<file path="config.mk">
export PLATFORM = sky130hd
export DESIGN_NAME = code_lock_ctrl
export DESIGN_NICKNAME = d
export VERILOG_FILES = /design/src/rtl/code_lock_ctrl.sv
export SDC_FILE = /design/constraint.sdc
export NUM_CORES = 1
export LEC_CHECK = 0
export CORE_UTILIZATION = 35
export DETAILED_ROUTE_END_ITERATION = 12
export GPL_ROUTABILITY_DRIVEN = 0
export SYNTH_ARGS = -nofsm -noshare
export SYNTH_HDL_FRONTEND = slang
export SYNTH_SLANG_ARGS = --single-unit
export TNS_END_PERCENT = 30
</file>
<file path="constraint.sdc">
create_clock -name clk -period 2.9 [get_ports clk]
set_clock_uncertainty 0.2 [all_clocks]
set_input_delay 0.58 -clock clk [delete_from_list [all_inputs] [get_ports clk]]
set_output_delay 0.58 -clock clk [all_outputs]
set_load 0.02 [all_outputs]
</file>
<file path="src/rtl/code_lock_ctrl.sv">
// Password-entry controller: assembles a BCD code from debounced key pulses,
// compares it against CODE and drives the unlock / error / alarm indications.
module code_lock_ctrl #(
    parameter int unsigned          DIGITS       = 4,
    parameter logic [4*DIGITS-1:0]  CODE         = 16'h1234,
    parameter int unsigned          MAX_TRY      = 3,
    parameter int unsigned          OPEN_CYCLES  = 12_000_000,
    parameter int unsigned          ALARM_CYCLES = 36_000_000
) (
    input  logic       clk,
    input  logic       rst,
    input  logic [1:0] key_pulse,
    output logic [3:0] cur_digit,
    output logic [2:0] digit_idx,
    output logic       unlock,
    output logic       err_pulse,
    output logic       alarm,
    output logic [3:0] err_cnt
);

    localparam int unsigned TMAX = (OPEN_CYCLES > ALARM_CYCLES) ? OPEN_CYCLES : ALARM_CYCLES;
    localparam int unsigned TW   = (TMAX > 1) ? $clog2(TMAX) : 1;

    localparam logic [2:0]    LAST_IDX   = 3'(DIGITS - 1);
    localparam logic [3:0]    MAX_TRY_L  = 4'(MAX_TRY);
    localparam logic [TW-1:0] OPEN_LAST  = TW'(OPEN_CYCLES - 1);
    localparam logic [TW-1:0] ALARM_LAST = TW'(ALARM_CYCLES - 1);

    typedef enum logic [1:0] {
        S_ENTRY = 2'd0,
        S_CHECK = 2'd1,
        S_OPEN  = 2'd2,
        S_ALARM = 2'd3
    } state_t;

    state_t              state, state_n;
    logic [4*DIGITS-1:0] entered, entered_n;
    logic [TW-1:0]       timer, timer_n;
    logic [3:0]          cur_n, err_cnt_n;
    logic [2:0]          idx_n;
    logic                err_pulse_n;

    always_ff @(posedge clk or negedge rst) begin
        if (!rst) begin
            state     <= S_ENTRY;
            entered   <= '0;
            timer     <= '0;
            cur_digit <= '0;
            digit_idx <= '0;
            err_cnt   <= '0;
            err_pulse <= 1'b0;
            unlock    <= 1'b0;
            alarm     <= 1'b0;
        end else begin
            state     <= state_n;
            entered   <= entered_n;
            timer     <= timer_n;
            cur_digit <= cur_n;
            digit_idx <= idx_n;
            err_cnt   <= err_cnt_n;
            err_pulse <= err_pulse_n;
            // Indications follow the state being entered so they stay registered
            unlock    <= (state_n == S_OPEN);
            alarm     <= (state_n == S_ALARM);
        end
    end

    // Timer defaults to zero, so every state transition restarts it
    always_comb begin
        state_n     = state;
        entered_n   = entered;
        timer_n     = '0;
        cur_n       = cur_digit;
        idx_n       = digit_idx;
        err_cnt_n   = err_cnt;
        err_pulse_n = 1'b0;

        case (state)
            S_ENTRY: begin
                if (key_pulse[1]) begin
                    entered_n = {entered[4*DIGITS-5:0], cur_digit};
                    cur_n     = '0;
                    if (digit_idx == LAST_IDX) begin
                        idx_n   = '0;
                        state_n = S_CHECK;
                    end else begin
                        idx_n = digit_idx + 3'd1;
                    end
                end else if (key_pulse[0]) begin
                    cur_n = (cur_digit == 4'd9) ? '0 : cur_digit + 4'd1;
                end
            end
            S_CHECK: begin
                entered_n = '0;
                if (entered == CODE) begin
                    err_cnt_n = '0;
                    state_n   = S_OPEN;
                end else begin
                    err_cnt_n   = err_cnt + 4'd1;
                    err_pulse_n = 1'b1;
                    state_n     = (err_cnt + 4'd1 == MAX_TRY_L) ? S_ALARM : S_ENTRY;
                end
            end
            S_OPEN: begin
                if (key_pulse[1] || timer == OPEN_LAST) state_n = S_ENTRY;
                else                                    timer_n = timer + TW'(1);
            end
            S_ALARM: begin
                if (timer == ALARM_LAST) begin
                    state_n   = S_ENTRY;
                    err_cnt_n = '0;
                end else begin
                    timer_n = timer + TW'(1);
                end
            end
            default: state_n = S_ENTRY;
        endcase
    end

endmodule

</file>
==> metrics.yaml <==
job:
  cap_violations: 0
synthesis:
  avgSynthCellArea_um2: 10.76
  synth_cell_types: 50
  ys_seq_area_share_pct: 50.15
  synth_top_area_share_pct: 50.15
  synthTopCellsByCount: "58 x dfrtp_1, 17 x nand3_1, 16 x a22o_1"
  synth_most_common_cell: "dfrtp_1"
  async_flop_share_pct: 100.0
  synth_edf_count: 0
  ys_ff_latch: 58
  synth_area_leaders: "dfrtp_1 50%, a22o_1 4.8%, nand3_1 2.9%"
  synthCells: 269
  synth_nets: 279
  synth_flop_cell: "dfrtp_1"
  ys_warn_count: 0
  syn_area_um2: 2894
  synth.largest_area_cell: "dfrtp_1"
placement:
  post-dp-hpwl_mm: 4.336
  io_buffers: 17
drt:
  drc: 0
  drt_iter0_drc: 79
  wl_mm: 6.277
  vias_per_cell: 5.615
  wl_per_cell_um: 15.69
  via_count: 2246
  drt_pre_antenna_iters: 4
  ant_nets: 0
clock_network:
  postCtsSetupRepairBufs: 0
  cts_buffer_depth: 2
  insertion_delay_ns: 0.33
  cts_max_level: 3
  cts_buffers: 9
  clockRootBuffer: "clkbuf_8"
  cts_tree: "done"
  clock_sinks: 58
  ctsResizeCount: 0
  ctsHoldBuffers: 0
  clk_pin_slew_ns: 0.06
power_and_ir_drop:
  p_int_mw: 1.228
  seqPwrFrac_pct: 52.0
  comb_power_share_pct: 1.5
  netSwitchingFraction_pct: 21.00
  switchingPower_uw: 326.5
  leakage_nw: 1.386
  peakVddDrop_uv: 211.3
  p_clk_share_pct: 46.5
  power_density_nw_per_um2: 459.3
grt:
  grt_pass1_vias: 2209
  overflow: 0
  grt_pass1_wl_mm: 10.86
  grt_usage_pct: 16.08
  antenna_found_initial: 0
  grt_max_degree: 31
timing:
  min_period_over_period_pct: 84.37
  final_hold_viol_count: 0
  worstMarginPinSlew_ns: 1.097
  grt_setup_unrepaired: "no"
  slew_headroom_pct: 26.74
  setup_tns_ns: 0
  setup_violations: 0
  slew_violations: 0
  max_freq_ghz: 0.4087
  min_period_ns: 2.447
  fin_hold_ws_ns: 0.08432
die:
  rows: 32
  die_area_um2: 8636
  die_y_um: 92.93
  ios: 18
  coreArea_um2: 7848
  die_w_um: 92.93
  start_util_pct: 36.88
setup_path:
  crit_slowest_cell: "or4_1"
  critical_path_class: "reg -> reg"
  crit_chain: "ha_1 > nand2_1 > or4_1 > or4_1 > a22oi_1"
  r2r.worst_path.cells: 5
  cp_max_fo: 6
  endpoint_kind: "flip-flop"
  path_common_cell: "or4_1"
  cp-start-kind: "flip-flop"
  cpPeakStageDelay_ns: 0.65
  cp_data_required_time_ns: 2.94
  cp_data_arrival_time_ns: 2.48
final_layout:
  final_core_util_pct: 43.13
  fin_nets: 304
  drive_above_1_share_pct: 9.732
  diodes: 0
  nFillCells: 791
  area_growth_pct: 16.95
hold_path:
  hp-class: "in -> async"
outcome:
  outcome: "complete, no violations"
## final timing paths
kind | from | end | slack (ns)
max in group asynchronous | rst | timer[16] | 1.82
min in group clk | timer[0] | timer[0] | 0.30
worst max register to register | timer[0] | timer[22] | 0.45
worst max-delay path | timer[0] | timer[22] | 0.45
worst min-delay path | rst | entered[5] | 0.08
worst min register to register | timer[0] | timer[0] | 0.30
## cells by family (layout without fill, tap and decap cells)
group,Yosys count,count (layout),share of synthesized area (%)
muxes,2,2,0.7782
buffers and inverters,24,53,3.804
adders and majority gates,6,6,2.594
and+or+nand+nor,88,88,18.98
DFF,58,58,50.15
xor gates and xnor gates,14,14,4.237
AOI/OAI and AO/OA,77,77,19.46
## power groups by stage
| stage | Sequential, mW | Clock, mW | Combinational [mW] |
|---|---|---|---|
| final | 0.809 | 0.722 | 0.0232 |
| after global routing | 0.808 | 0.771 | 0.0275 |
| after CTS | 0.809 | 0.731 | 0.0249 |
| after detailed placement | 0.824 | 0 | 0.0249 |
| after global placement | 0.824 | 0 | 0.0246 |
| after floorplan | 0.824 | 0 | 0.000421 |
## through the flow
step	setup WS [ns]	std cells	cell area, um2	power, mW
floorplan	0.6678	269	2894	0.8247
global placement	0.4588	385	3199	0.8487
detailed placement	0.4515	385	3199	0.8489
CTS	0.4643	400	3385	1.565
global route	0.3258	400	3385	1.607
finish	0.4531	400	3385	1.555
## critical path: cells and delay by family (launching register included)
family | cells | cell delay, ns
simple gates | 3 | 1.30
flops | 1 | 0.40
fa+ha+maj | 1 | 0.27
compound gates | 1 | 0.18
## area by class of cell
class                      count  area (um2)  area share (%)
inverter                      14       52.55           1.553
tap                          102       127.6           3.771
clock inverter                 3       40.04           1.183
sequential                    58        1451           42.88
timing repair buffer          24       230.2           6.802
clock buffer                  12       145.1           4.288
multi-input combinational    187        1338           39.52
## metal layers
| metal | vias to the layer above | wire length, um | track usage, % |
|---|---|---|---|
| li1 | 1083 | - | - |
| met1 | 1118 | 3001 | 21.64 |
| met2 | 37 | 2990 | 25.12 |
| met3 | 8 | 218 | 4.433 |
| met4 | 0 | 67 | 4.872 |
| met5 | - | 0 | 0 |
## placed cells by master (no fill, tap or decap), types with 4 or more instances in the layout
cell and n:
o31ai_1 6, buf_4 6, a21oi_1 15, nand3_1 17, dfrtp_1 58, inv_1 14, or3_1 4, o21ai_0 10
clkbuf_8 10, clkdlybuf4s50_1 16, or4_1 7, nand2_1 12, xnor2_1 9, a22o_1 16, a22oi_1 10, xor2_1 5
and4b_1 4, ha_1 6, nand4_1 11, nor4_1 5
## sequential cells by signal, indices dropped and copies added (netlist names)
name       cells
err_pulse      1
unlock         1
state          2
alarm          1
err_cnt        4
cur_digit      4
digit_idx      3
timer         26
entered       16
Power figures use the tool's default switching activity.
